<file path="src/rtl/mux_rr_arbiter.sv">
// Round-robin arbiter sharing one 4:1 1-bit mux among four requesters.
// Grants are bounded by HOLD_MAX cycles; a release re-arbitrates in the same edge.
module mux_rr_arbiter #(
  parameter int HOLD_MAX = 4
) (
  input  logic       clk,
  input  logic       reset,
  input  logic [3:0] req,
  input  logic [3:0] in,
  output logic [3:0] grant,
  output logic [1:0] sel,
  output logic       valid,
  output logic       out
);

  typedef enum logic {IDLE, GRANT} state_t;

  state_t     state_q, state_d;
  logic [3:0] grant_q, grant_d;
  logic [1:0] sel_q, sel_d;
  logic [1:0] ptr_q, ptr_d;
  logic [3:0] cnt_q, cnt_d;
  logic       valid_q, valid_d;

  logic [1:0] base;
  logic [1:0] win;
  logic       found;
  logic       release_now;

  // On release the search starts just past the old owner, which equals the updated pointer.
  assign base        = (state_q == GRANT) ? sel_q + 2'd1 : ptr_q;
  assign release_now = (state_q == GRANT) && (!req[sel_q] || (cnt_q == 4'(HOLD_MAX)));

  always_comb begin
    found = 1'b0;
    win   = base;
    for (int k = 3; k >= 0; k--) begin
      if (req[base + 2'(k)]) begin
        found = 1'b1;
        win   = base + 2'(k);
      end
    end
  end

  always_comb begin
    state_d = state_q;
    grant_d = grant_q;
    sel_d   = sel_q;
    ptr_d   = ptr_q;
    cnt_d   = cnt_q;
    valid_d = valid_q;
    case (state_q)
      IDLE: begin
        if (found) begin
          state_d = GRANT;
          sel_d   = win;
          grant_d = 4'b0001 << win;
          valid_d = 1'b1;
          cnt_d   = 4'd1;
        end
      end
      GRANT: begin
        if (release_now) begin
          ptr_d = sel_q + 2'd1;
          if (found) begin
            sel_d   = win;
            grant_d = 4'b0001 << win;
            cnt_d   = 4'd1;
          end else begin
            state_d = IDLE;
            grant_d = 4'b0000;
            valid_d = 1'b0;
          end
        end else begin
          cnt_d = cnt_q + 4'd1;
        end
      end
    endcase
  end

  always_ff @(posedge clk) begin
    if (reset) begin
      state_q <= IDLE;
      grant_q <= 4'b0000;
      sel_q   <= 2'b00;
      ptr_q   <= 2'b00;
      cnt_q   <= 4'd0;
      valid_q <= 1'b0;
    end else begin
      state_q <= state_d;
      grant_q <= grant_d;
      sel_q   <= sel_d;
      ptr_q   <= ptr_d;
      cnt_q   <= cnt_d;
      valid_q <= valid_d;
    end
  end

  assign grant = grant_q;
  assign sel   = sel_q;
  assign valid = valid_q;
  assign out   = valid_q ? in[sel_q] : 1'b0;

endmodule

</file>
<file path="config.mk">
export PLATFORM = sky130hd
export DESIGN_NAME = mux_rr_arbiter
export DESIGN_NICKNAME = d
export VERILOG_FILES = /design/src/rtl/mux_rr_arbiter.sv
export SDC_FILE = /design/constraint.sdc
export NUM_CORES = 1
export LEC_CHECK = 0
export ABC_AREA = 1
export CORE_MARGIN = 2
export CORE_UTILIZATION = 46
export CTS_CLUSTER_DIAMETER = 40
export DETAILED_ROUTE_END_ITERATION = 7
export GPL_TIMING_DRIVEN = 0
export PLACE_DENSITY = 0.74
export SYNTH_ARGS = -nofsm -noshare
export SYNTH_HDL_FRONTEND = slang
export SYNTH_SLANG_ARGS = --single-unit
export TNS_END_PERCENT = 30
</file>
<file path="constraint.sdc">
create_clock -name clk -period 1.6 [get_ports clk]
set_input_delay 0.24 -clock clk [delete_from_list [all_inputs] [get_ports clk]]
set_output_delay 0.24 -clock clk [all_outputs]
set_load 0.02 [all_outputs]
</file>
# == Word-level counts from Yosys, hierarchy flattened ==
# Cells that the tools add are included.
# classes
add_sub_neg,5
magnitude_cmp,5
eq_ne,4
shift,1
n_mux,39
bitwise_logic,1
n_reduce_logical,6
# ops
op,count
4-bit 2-to-1 mux,5
1-bit 2-to-1 mux,16
4-bit one-hot mux with 2 select lines,2
"2-bit by 3-bit less-than comparator with 1-bit output, second input constant",5
2-bit 2-to-1 mux,7
1-bit binary-select mux with 2-bit select,6
"2-bit by 1-bit adder with 2-bit output, second input constant",2
"2-bit adder, second input constant",2
"4-bit by 1-bit adder with 4-bit output, second input constant",1
"4-bit by 3-bit equality test with 1-bit output, second input constant",1
"2-bit != test, second input constant",2
1-bit one-hot mux with 2 select lines,2
2-bit one-hot mux with 2 select lines,1
2-bit AND reduction,2
"1-bit by 2-bit left shift with 4-bit output, first input constant",1
3-bit AND reduction,1
"2-bit by 1-bit != test with 1-bit output, second input constant",1
1-bit logical AND,1
1-bit zero test,1
1-bit logical OR,1
1-bit NOT,1
# word_totals
ff_bits,14
inputBits,10
out_inout_bits,8
wordCells,67

# == Depth between registers and ports, before layout ==
# depth
word_depth,13
depth_mapped,16
mapped_depth_nobuf,15

# == Least setup slack after synthesis ==
# OpenSTA, ideal clock, no wires.
# synth_timing
path_kind,register -> register
from,register sel_q[0] (netlist: sel[0])
to,register grant_q[0] (netlist: grant[0])
arrival_ns,1.592
t_required_ns,1.530
slack_ns,-0.062
path_stages_with_launch,16
path_buffers,1
period_less_slack_ns,1.662
path_cell_list,dfxtp_1 -> buf_4 -> inv_4 -> nand2_2 -> nand3_1 -> nand2_2 -> nand2_1 -> nand3_1 -> nand2_1 -> inv_1 -> nand2_2 -> nand2_2 -> nand2_2 -> nand2_2 -> nand3_1 -> a21oi_1
# synth_via
elab_chain_cells,13
# synth_rtl
element,line_no,text
start: declaration,20,"logic [1:0] sel_q, sel_d;"
start signal: assignment,92,sel_q <= sel_d;
2-bit by 1-bit adder with 2-bit output,31,assign base = (state_q == GRANT) ? sel_q + 2'd1 : ptr_q;
2-bit 2-to-1 mux,31,
2-bit adder,"38, 40",
1-bit binary-select mux with 2-bit select,38,if (req[base + 2'(k)]) begin
1-bit 2-to-1 mux (not written as such),38,
2-bit 2-to-1 mux (4 in series),38,
1-bit by 2-bit left shift with 4-bit output,"57, 67",
4-bit 2-to-1 mux,65,if (found) begin
4-bit 2-to-1 mux,63,if (release_now) begin
4-bit one-hot mux with 2 select lines,52,case (state_q)
end signal: assignment,91,grant_q <= grant_d;
end: declaration,19,"logic [3:0] grant_q, grant_d;"
# Parallel ways exist; a longest one is shown, timed or not. The select of a mux whose other input is x is not followed.
# A chain may end at the register's enable or synchronous reset.

# == Worst setup path after layout ==
# layout_timing
from,register state_q
to,register grant_q[1] (netlist: grant[1])
# layout_via
elab_chain_cells,12
# layout_rtl
element,line_no,text
start: declaration,18,"state_t state_q, state_d;"
start signal: assignment,90,state_q <= state_d;
2-bit 2-to-1 mux,31,
2-bit adder,"38, 40",
1-bit binary-select mux with 2-bit select,38,
1-bit 2-to-1 mux (not written as such),38,
2-bit 2-to-1 mux (4 in series),38,
1-bit by 2-bit left shift with 4-bit output,"57, 67",
4-bit 2-to-1 mux,65,
4-bit 2-to-1 mux,63,
4-bit one-hot mux with 2 select lines,52,
# Parallel ways exist; a longest one is shown, timed or not. The select of a mux whose other input is x is not followed.

==> flow_summary_export.csv <==
group,metric,value,unit
timing,period_share,106,%
hold_path,holdPathEnd,"grant[2]",
die,die_y,50.2,um
timing,rsz0062_at_grt,"true",
synthesis,synth_area_per_cell,6.22,um^2
job,maxCapViolations,0,
drt,wl_per_cell,13.4,um
synthesis,seq_area_frac_synth,28.5,%
critical_path,cp-start-kind,"flip-flop",
timing,min_period,1.70,ns
drt,drt_iter0_markers,34,
timing,hold_viol_final,0,
timing,clock_skew,0.00244,ns
drt,dr.pass1.iters,4,
drt,drt_wl_total,2870,um
critical_path,cp.arrival,1.93,ns
synthesis,netlist.top_cell.by_area,"dfxtp_1",
placed_design,place.gp.congestion,0.809,
timing,setup_viol,5,
hold_path,whs_path_depth,2,
hold_path,min_from,"reset",
synthesis,mappedNetlistArea,982,um^2
synthesis,synth_area_leaders,"dfxtp_1 29%, nand2_1 16%, nand3_1 8.7%",
die,die_x,50.2,um
clock_network,cts_root_buffer,"clkbuf_4",
synthesis,synth_cells,158,
synthesis,ys_dominant_reg_cell,"dfxtp_1",
drt,antenna_left,0,
critical_path,cp_slowest_cell,"dfxtp_4",
drt,drc,0,
clock_network,cts_made_buffers,3,
critical_path,critical_path.top_delay_family,"simple AND/OR/NAND/NOR gates",
layout,fin_area,1520,um^2
critical_path,crit_fanout,7,
placed_design,port_buffers,16,
timing,finalWorstSetupSlack,-0.103,ns
clock_network,clkSinkCount,14,
critical_path,rr_worst_depth,10,
clock_network,cts_tree,"done",
layout,drive_gt1_share,39.4,%
critical_path,r2r-start,"state_q",
synthesis,synthArstFlopShare,0,%
drt,vias,1138,
synthesis,synth_cell_types,24,
critical_path,r2r-end,"grant[1]",
die,core-area,1980,um^2
power_and_ir_drop,max-vdd-ir-drop,0.932,mV
timing,holdWs,0.348,ns
power_and_ir_drop,p_leak,0.000709,uW
critical_path,worstPathRequired,1.83,ns
layout,post-route-util,76.8,%
synthesis,ys_warn_count,0,
clock_network,clk_path_buf_depth,2,
grt,antenna_found_initial,0,
synthesis,synth_nets,170,
placed_design,place_area,1180,um^2
clock_network,cts_htree_levels,1,
critical_path,cp_num_cells,10,
synthesis,synth_edf_count,0,
placed_design,dp.cells,201,
die,die-area,2520,um^2
layout,instances_no_fill,215,
die,start_util,49.6,%
critical_path,endpoint_kind,"flip-flop",
critical_path,slowest_delay,0.45,ns
grt,grt_max_degree,10,
outcome,violations,"negative setup slack",
layout,final-seq-area,287,um^2
critical_path,path_class,"reg2reg",
layout,layout.nets,201,
grt,overflow,0,
outcome,status,"finished, violations left",
die,io_pins,18,
synthesis,synth_top_area_share,28.5,%
timing,worst_pin_slew,0.467,ns
grt,grt_pass1_vias,999,
placed_design,hpwlAfterDp,1750,um
layout,multiInputGateArea,815,um^2
layout,syn_to_final_growth,54.9,%
timing,relSlewSlack,68.9,%
power_and_ir_drop,power.density,1680,nW/um^2
critical_path,crit_chain,"inv_6, nand2_4, nand2_8, nand2_1, nand2_2, o21ai_2, nand3_2, a21oi_4, nand4_1, a21oi_2",
layout,diodes,0,
grt,grt_pass1_wl,4170,um
clock_network,clkTransAtPathRegs,0.08,ns
timing,clock.fmax,0.587,GHz
die,rows,16,
synthesis,ys_ff_latch,14,
timing,slew_viol_final,0,
critical_path,rrSetupSlack,-0.10,ns
hold_path,hp-class,"in2reg",
critical_path,cp_num_buf_inv,1,
drt,routed_via_density,5.29,
clock_network,clkLatencyLatePin,0.29,ns
power_and_ir_drop,finalPower,2560,uW
layout,fillers,139,
grt,grt_usage,21.5,%
## placed cells by master, fill, tap and decap left out, drive strengths merged, types with 5 or more instances in the layout
| cell type | count |
|---|---|
| a21oi | 15 |
| buf | 13 |
| clkbuf | 5 |
| clkdlybuf4s50 | 14 |
| dfxtp | 14 |
| inv | 22 |
| nand2 | 54 |
| nand3 | 18 |
| nand4 | 5 |
| nor2 | 9 |
| o21ai | 12 |
## repair_timing
action | 4_1_cts | 5_1_grt
buffers inserted | 3 | 6
pin swaps | 3 | 15
resized for setup | 17 | 50
cloned | 1 | 0
hold buffers | 0 | 0
setup endpoints to repair | 9 | 12
## per-stage QoR
stage | setup WS [ns] | setup TNS (ns)
after global routing | -0.187 | -1.35
after detailed placement | -0.405 | -3.01
after floorplan | 0.0159 | 0
after global placement | -0.381 | -2.85
final | -0.103 | -0.288
after CTS | -0.0168 | -0.0176
## synthesized netlist by cell type (2+ instances only)
cell	n
nand2_1	42
inv_1	19
nand3_1	17
a21oi_1	14
dfxtp_1	14
nand2_2	10
o21ai_0	10
nor2_1	9
nand4_1	5
ha_1	2
nand2_4	2
or2_2	2
## cell families after synthesis
logic type,Yosys count,synth area share [%]
flip-flops,14,28.5
buffers and inverters,24,9.81
AND/OR/NAND/NOR,88,42.3
adder cells (fa/ha/maj),2,2.55
AO/OA/AOI/OAI,30,16.8
## layout make-up
cell class / instances / area share, %
buffer: 2 / 0.987
clock buffer: 4 / 2.38
inverter: 22 / 6.41
multi-input combinational: 120 / 53.5
sequential: 14 / 18.8
tap: 27 / 2.22
timing repair buffer: 26 / 15.6
## state kept, by name, indices dropped and copies added (netlist names)
register,count
state_q,1
valid,1
ptr_q,2
sel,2
grant,4
cnt_q,4
## per-layer routing
| layer | up-vias | GRT usage, % | share of wire [%] |
|---|---|---|---|
| met5 | - | 0 | 0 |
| met2 | 27 | 36.4 | 52 |
| met1 | 523 | 26.0 | 41 |
| li1 | 579 | - | - |
| met4 | 0 | 12.5 | 3.0 |
| met3 | 9 | 2.68 | 3.4 |
## worst max-delay path by stage
stage                  from        to
floorplan            sel[0]  grant[0]
global placement     req[2]  cnt_q[2]
detailed placement   req[1]  cnt_q[2]
CTS                  sel[0]  grant[0]
global route        state_q  grant[1]
finish              state_q  grant[1]
## power by group
| part | internal, uW | switching, uW |
|---|---|---|
| clock | 139 | 121 |
| combinational | 712 | 1060 |
| sequential | 443 | 81.8 |
No activity file was read; power rests on OpenSTA's default activity.
